===== src/rtl/alu_pkg.sv =====
// Shared types for the ALU output stage: ALU opcode enum, NZCV bit positions
// and the packed NZCV flag struct.
package alu_pkg;

    typedef enum logic [1:0] {
        ALU_ADD = 2'b00,
        ALU_SUB = 2'b01,
        ALU_AND = 2'b10,
        ALU_OR  = 2'b11
    } alu_ctrl_e;

    localparam int FLAG_N = 3;
    localparam int FLAG_Z = 2;
    localparam int FLAG_C = 1;
    localparam int FLAG_V = 0;

    // Field order puts n at bit FLAG_N and v at bit FLAG_V.
    typedef struct packed {
        logic n;
        logic z;
        logic c;
        logic v;
    } nzcv_t;

endpackage


===== src/rtl/nzcv_calc.sv =====
// Combinational NZCV derivation from ALU operands, opcode, result and carry-out.
// C uses the ARM no-borrow convention for subtraction.
module nzcv_calc
    import alu_pkg::*;
#(
    parameter int N = 64
) (
    input  logic [N-1:0] a_i,
    input  logic [N-1:0] b_i,
    input  alu_ctrl_e    alu_ctrl_i,
    input  logic [N-1:0] result_i,
    input  logic         carry_i,
    output nzcv_t        nzcv_o
);

    always_comb begin
        // NOTE: every field gets a default first so no path leaves a latch behind.
        nzcv_o   = '0;
        nzcv_o.n = result_i[N-1];
        nzcv_o.z = (result_i == '0);
        case (alu_ctrl_i)
            ALU_ADD: begin
                nzcv_o.c = carry_i;
                nzcv_o.v = (a_i[N-1] == b_i[N-1]) && (result_i[N-1] != a_i[N-1]);
            end
            ALU_SUB: begin
                nzcv_o.c = carry_i;
                nzcv_o.v = (a_i[N-1] != b_i[N-1]) && (result_i[N-1] != a_i[N-1]);
            end
            default: begin
                nzcv_o.c = 1'b0;
                nzcv_o.v = 1'b0;
            end
        endcase
    end

endmodule


===== src/rtl/alu_nzcv_stage.sv =====
// Registered ALU output stage: stores result plus NZCV per entry, valid/ready on
// both sides, architectural flag register. ALU_NZCV_STAGE_SKID_EN selects a
// 2-entry skid buffer with registered o_ready; otherwise a single entry.
module alu_nzcv_stage
    import alu_pkg::*;
#(
    parameter int N = 64
) (
    input  logic         i_clk,
    input  logic         i_rst_n,
    input  logic         i_valid,
    output logic         o_ready,
    input  logic [N-1:0] i_a,
    input  logic [N-1:0] i_b,
    input  logic [1:0]   i_alu_ctrl,
    input  logic [N-1:0] i_result,
    input  logic         i_carry_out,
    input  logic         i_set_flags,
    output logic         o_valid,
    input  logic         i_ready,
    output logic [N-1:0] o_result,
    output logic [3:0]   o_nzcv,
    output logic [3:0]   o_flags
);

    typedef struct packed {
        logic [N-1:0] result;
        nzcv_t        nzcv;
        logic         set_flags;
    } entry_t;

    entry_t     in_entry;
    nzcv_t      in_nzcv;
    entry_t     head_q, head_d;
    nzcv_t      flags_q, flags_d;
    logic [1:0] count_q, count_d;
    logic       push, pop;

    nzcv_calc #(.N(N)) u_nzcv_calc (
        .a_i        (i_a),
        .b_i        (i_b),
        .alu_ctrl_i (alu_ctrl_e'(i_alu_ctrl)),
        .result_i   (i_result),
        .carry_i    (i_carry_out),
        .nzcv_o     (in_nzcv)
    );

    assign in_entry = '{result: i_result, nzcv: in_nzcv, set_flags: i_set_flags};
    assign push     = i_valid && o_ready;
    assign pop      = o_valid && i_ready;

    assign o_valid  = (count_q != 2'd0);
    assign o_result = head_q.result;
    assign o_nzcv   = head_q.nzcv;
    assign o_flags  = flags_q;

`ifdef ALU_NZCV_STAGE_SKID_EN
    entry_t skid_q, skid_d;
    logic   ready_q;

    // Head always holds the oldest entry; skid only fills while head is stalled.
    always_comb begin
        count_d = count_q;
        head_d  = head_q;
        skid_d  = skid_q;
        case (count_q)
            2'd0: begin
                if (push) begin
                    head_d  = in_entry;
                    count_d = 2'd1;
                end
            end
            2'd1: begin
                if (push && pop) begin
                    head_d = in_entry;
                end else if (push) begin
                    skid_d  = in_entry;
                    count_d = 2'd2;
                end else if (pop) begin
                    count_d = 2'd0;
                end
            end
            default: begin
                if (pop) begin
                    head_d  = skid_q;
                    count_d = 2'd1;
                end
            end
        endcase
    end

    assign o_ready = ready_q;

    always_ff @(posedge i_clk or negedge i_rst_n) begin
        if (!i_rst_n) begin
            skid_q  <= '0;
            ready_q <= 1'b0;
        end else begin
            skid_q  <= skid_d;
            ready_q <= (count_d != 2'd2);
        end
    end
`else
    logic live_q;

    always_comb begin
        count_d = count_q;
        head_d  = head_q;
        if (push) begin
            head_d  = in_entry;
            count_d = 2'd1;
        end else if (pop) begin
            count_d = 2'd0;
        end
    end

    // live_q keeps o_ready low until the first edge after reset release.
    assign o_ready = live_q && (!o_valid || i_ready);

    always_ff @(posedge i_clk or negedge i_rst_n) begin
        if (!i_rst_n) begin
            live_q <= 1'b0;
        end else begin
            live_q <= 1'b1;
        end
    end
`endif

    always_comb begin
        flags_d = flags_q;
        if (pop && head_q.set_flags) begin
            flags_d = head_q.nzcv;
        end
    end

    always_ff @(posedge i_clk or negedge i_rst_n) begin
        // NOTE: state is updated with <= only, and every entry register is reset so
        // o_result/o_nzcv read zero after reset.
        if (!i_rst_n) begin
            count_q <= 2'd0;
            head_q  <= '0;
            flags_q <= '0;
        end else begin
            count_q <= count_d;
            head_q  <= head_d;
            flags_q <= flags_d;
        end
    end

endmodule


===== config.mk =====
export PLATFORM = sky130hd
export DESIGN_NAME = alu_nzcv_stage
export DESIGN_NICKNAME = d
export VERILOG_FILES = /design/src/rtl/alu_pkg.sv /design/src/rtl/nzcv_calc.sv /design/src/rtl/alu_nzcv_stage.sv
export SDC_FILE = /design/constraint.sdc
export NUM_CORES = 1
export LEC_CHECK = 0
export BUFFER_PORTS_ARGS = -buffer_cell sky130_fd_sc_hd__buf_2
export CORE_ASPECT_RATIO = 0.6
export CORE_MARGIN = 2
export CORE_UTILIZATION = 39
export CTS_CLUSTER_SIZE = 40
export DETAILED_ROUTE_END_ITERATION = 16
export GPL_TIMING_DRIVEN = 0
export PLACE_DENSITY_LB_ADDON = 0.2
export SYNTH_ARGS = -nofsm -noshare
export SYNTH_HDL_FRONTEND = slang
export SYNTH_SLANG_ARGS = --single-unit

===== constraint.sdc =====
create_clock -name i_clk -period 1.7 [get_ports i_clk]
set_input_delay 0.085 -clock i_clk [delete_from_list [all_inputs] [get_ports i_clk]]
set_output_delay 0.085 -clock i_clk [all_outputs]
set_load 0.02 [all_outputs]

; ---- After elaboration in Yosys (flattened, before gate mapping)
; Index checks and enable logic that the tools add are counted.
[totals]
regBits = 76
out_inout_bits = 74
input_bits = 200
wordCells = 31
[classes]
n_reduce_logical = 12
muxes = 3
eq_ne = 4
[op_table]
columns = op, n
row1 = 64-bit zero test, 1
row2 = 1-bit logical AND, 6
row3 = 2-bit 2-to-1 mux, 2
row4 = 2-bit one-hot mux with 2 select lines, 1
row5 = 2-bit nonzero test, 2
row6 = "2-bit by 1-bit equality test with 1-bit output, second input constant", 1
row7 = 2-bit zero test, 1
row8 = 1-bit inequality test, 2
row9 = 1-bit equality test, 1
row10 = 1-bit zero test, 1
row11 = 1-bit logical OR, 1

; ---- Logic depth before layout (Yosys ltp)
[depth]
ltp_word = 6
mapped_depth = 5
ltp_nobuf = 4

; ---- By module
; Synthesis repeated with hierarchy kept, for this count alone.
[unflattened]
hier_cells = 259
hier_area_um2 = 3552.2
[modules_own_cells]
columns = mod, instances, cells_each, area_per_inst_um2
row1 = alu_nzcv_stage, 1, 231, 3359.5
row2 = nzcv_calc, 1, 28, 192.7

; ---- Least setup slack after synthesis
; No wires, ideal clock.
[synth_path]
path_type = reg2reg
startpoint = register count_q[0]
endpoint = register head_q (netlist bit o_result[33])
stages_incl_launch_ff = 5
setup_slack_ns = 0.287
path_buffers = 1
t_arrival_ns = 1.288
required_time_ns = 1.575
path_cell_list = dfrtp_1 > nand2b_1 > nand3_4 > buf_2 > mux2_2
[synth_between]
elab_chain_cells = 5
[synth_rtl]
columns = item, line_no
row1 = start: declaration, alu_nzcv_stage.sv:36  ; logic [1:0] count_q, count_d;
row2 = start signal: assignment, alu_nzcv_stage.sv:144  ; count_q <= count_d;
row3 = 2-bit nonzero test, alu_nzcv_stage.sv:52  ; assign o_valid = (count_q != 2'd0);
row4 = 1-bit zero test, alu_nzcv_stage.sv:118  ; assign o_ready = live_q && (!o_valid || i_ready);
row5 = 1-bit logical OR, alu_nzcv_stage.sv:118
row6 = 1-bit logical AND, alu_nzcv_stage.sv:118
row7 = 1-bit logical AND, alu_nzcv_stage.sv:49  ; assign push = i_valid && o_ready;
row8 = end signal: assignment, alu_nzcv_stage.sv:141  ; head_q <= '0;
row9 = end signal: assignment, alu_nzcv_stage.sv:145  ; head_q <= head_d;
row10 = end: declaration, alu_nzcv_stage.sv:34  ; entry_t head_q, head_d;
; No other way between the ends.
; A chain may end at the register's enable or synchronous reset.

; ---- Worst setup path after layout
[layout_path]
startpoint = input port i_result[24]
endpoint = register head_q (netlist bit o_nzcv[2])
[layout_between]
elab_chain_cells = 1
[layout_rtl]
columns = item, line_no
row1 = start: declaration, alu_nzcv_stage.sv:16  ; input logic [N-1:0] i_result,
row2 = 64-bit zero test, nzcv_calc.sv:20  ; nzcv_o.z = (result_i == '0);
; No other way between the ends.

==> flow_metrics.env <==
export IMPL_status="complete, no violations"
export IMPL_yosysSeqAreaShare_pct=53.9
export IMPL_core_um2=8520
export IMPL_synth_area_leaders="dfrtp_1 (54%), mux2_1 (18%), buf_4 (15%)"
export IMPL_synth_simple_area_share_pct=6.51
export IMPL_synth_top_family_by_area="multiplexers"
export IMPL_skew_ps=6.42
export IMPL_met1Wirelength_mm=4.23
export IMPL_fmax_mhz=599
export IMPL_clk_pin_slew_worst_paths_ps=60
export IMPL_synth_adder_area_share_pct=0
export IMPL_rows=26
export IMPL_total_power_mw=6.03
export IMPL_htreeDepth=3
export IMPL_critPathMaxFanout=2
export IMPL_worst_pin_slew_ps=520
export IMPL_synth_compound_area_share_pct=0.728
export IMPL_pwr_share_seq_pct=37.4
export IMPL_die_height_um=76.7
export IMPL_routed_wl_mm=8.86
export IMPL_synthXorXnorAreaFrac_pct=0.255
export IMPL_grt_overflow=0
export IMPL_p_clk_share_pct=33.1
export IMPL_p_comb_share_pct=29.5
export IMPL_clockBufferDepth=2
export IMPL_synth_distinct_cells=21
export IMPL_grt_first_pass_wirelength_mm=14.5
export IMPL_switching_share_pct=28.3
export IMPL_initial_core_util_pct=40.3
export IMPL_muxShareOfSynthArea_pct=22.6
export IMPL_drtIter0Drc=55
export IMPL_wl_per_cell_um=15.3
export IMPL_p_switching_mw=1.71
export IMPL_postSynthCellCount=256
export IMPL_synth_nets=456
export IMPL_cts_tree="built"
export IMPL_crit_arrival_ps=1930
export IMPL_vias=2595
export IMPL_grt_usage_pct=19.6
export IMPL_peakVddDrop_mv=0.843
export IMPL_routed_top_layer="met4"
export IMPL_p_leak_nw=2.53
export IMPL_syn_area_um2=3440
export IMPL_grt_pass1_vias=2812
export IMPL_clock_root_buffer="clkbuf_16"
export IMPL_r2r_slack_ps=220
export IMPL_drtAntennaViolNets=0
export IMPL_rsz0062_at_grt="false"
export IMPL_cp_start_kind="input pin"
export IMPL_power_internal_mw=4.32
export IMPL_drv_slew=0
export IMPL_die_w_um=125
export IMPL_wl_met3_um=719
export IMPL_maxCapViolCount=0
export IMPL_syn_to_final_growth_pct=50.0
export IMPL_relSlewSlack_pct=65.0
export IMPL_grt_max_degree=51
export IMPL_syn_area_per_cell_um2=13.4
export IMPL_io_buffers=147
export IMPL_finalCriticalPeriod_ps=1670
export IMPL_dp_hpwl_mm=6.61
export IMPL_nets=663
export IMPL_finalSetupViolations=0
export IMPL_wl_met2_mm=3.75
export IMPL_drc=0
export IMPL_crit_required_ps=1960
export IMPL_hold_viol=0
export IMPL_io_pins=274
export IMPL_yosysTopAreaCell="dfrtp_1"
export IMPL_gp_congestion=0.805
export IMPL_die_area_um2=9610
export IMPL_routed_via_density=4.47
export IMPL_worst_setup_path_type="in -> reg"
export IMPL_cts_sinks=74
export IMPL_ys_ff_latch=74
export IMPL_fin_setup_tns_ps=0
export IMPL_fin_crit_sh_pct=98.3
export IMPL_antenna_cells=0
export IMPL_drt_pass1_iter_count=4
export IMPL_netlist_area_leader_share_pct=53.9
export IMPL_antenna_found_initial=0
export IMPL_yosys_warnings=0
export IMPL_hold_path_class="in -> reg"
export IMPL_p_per_area_nw_per_um2=1170
export IMPL_cp_end_kind="flip-flop"
export IMPL_numCtsBuffers=9
export IMPL_drive_gt1_share_pct=54.9
export IMPL_clock_latency_ps=330
[power groups by stage]
stage | sequential [mW] | combinational, mW | clock, mW
global route | 2.30 | 1.91 | 2.13
CTS | 2.25 | 1.79 | 2.05
detailed placement | 2.28 | 1.70 | 0
floorplan | 2.27 | 1.12 | 0
finish | 2.25 | 1.78 | 2.00
global placement | 2.26 | 1.68 | 0
[through the flow]
stage | utilization, % | setup slack (ps) | hold WS [ps] | cell area, µm² | std cells
after floorplan | - | 287 | -211 | 3440 | 256
after global placement | 50.6 | -1.23 | 293 | 4310 | 515
after detailed placement | 51.0 | 107 | 20.3 | 4340 | 516
after CTS | 60.3 | 20.7 | 0.814 | 5140 | 580
after global routing | 60.5 | 26.9 | 11.7 | 5160 | 580
final | 60.5 | 29.4 | 7.69 | 5160 | 580
[routing by layer]
layer  up-vias  GRT usage [%]
met4         0           6.44
li1       1245              -
met2       103           29.6
met5         -              0
met1      1235           25.9
met3        12           7.89
[repair_timing]
action                                 4_1_cts  5_1_grt
hold buffers                                48        0
setup endpoints to repair                    0        1
gates resized for setup                      0        3
setup buffers                                0        0
endpoints found under the hold margin       71        0
[cell type report]
class,count,area (µm²)
fillers,706,3370
well taps,112,140
flip-flops and latches,74,1850
plain buffers,75,548
multi-input cells,107,1060
clock inverters,2,60.1
clock buffers,14,254
repair buffers,196,1250
[placed cells by master, fill, tap and decap left out, drive strengths merged]
| cell type | n |
|---|---|
| conb | 1 |
| nor4 | 16 |
| nor2b | 1 |
| o31ai | 1 |
| nand3 | 2 |
| dfrtp | 74 |
| nand4 | 4 |
| dlygate4sd3 | 48 |
| or4 | 1 |
| nor2 | 1 |
| buf | 223 |
| xnor2 | 1 |
| a22oi | 1 |
| bufinv | 2 |
| clkbuf | 14 |
| nand2 | 4 |
| mux2 | 69 |
| o21ai | 2 |
| and2 | 1 |
| nand2b | 2 |
[logic make-up after synthesis]
kind of cell,after synthesis
multiplexers,69
AND/OR/NAND/NOR,32
buffers and inverters,75
flip-flops,74
AO/OA/AOI/OAI,4
other,1
XOR/XNOR,1
[worst max-delay path, stage by stage]
cell and delay, ps:
dlygate4sd3_1 530, buf_2 130, nor4_1 370, nand4_1 170, or4_1 530, o21ai_1 120
[flip-flops by register name, indices dropped and copies added (netlist names)]
name and cells:
o_result 64, count_q 1, o_nzcv 3, head_q 1, live_q 1, o_flags 4
[cell usage after synthesis (all sizes together)]
master / n
mux2: 69
o21ai: 2
or4: 1
and2: 1
xnor2: 1
nand4: 4
nor2b: 1
buf: 75
a22oi: 1
o31ai: 1
dfrtp: 74
conb: 1
nand2: 4
nand3: 2
nand2b: 2
nor4: 16
nor2: 1
[path summary, 6_finish.rpt]
check / to / start / cells after the start
setup / recovery: o_nzcv[2] / i_result[24] / 6
hold / removal: o_result[16] / i_result[16] / 2
setup reg to reg: o_result[0] / count_q[0] / 4
hold reg to reg: o_result[62] / o_result[62] / 1
max in group asynchronous: o_result[57] / i_rst_n / 3
min in group asynchronous: o_result[17] / i_rst_n / 2
Power figures use the tool's default switching activity.
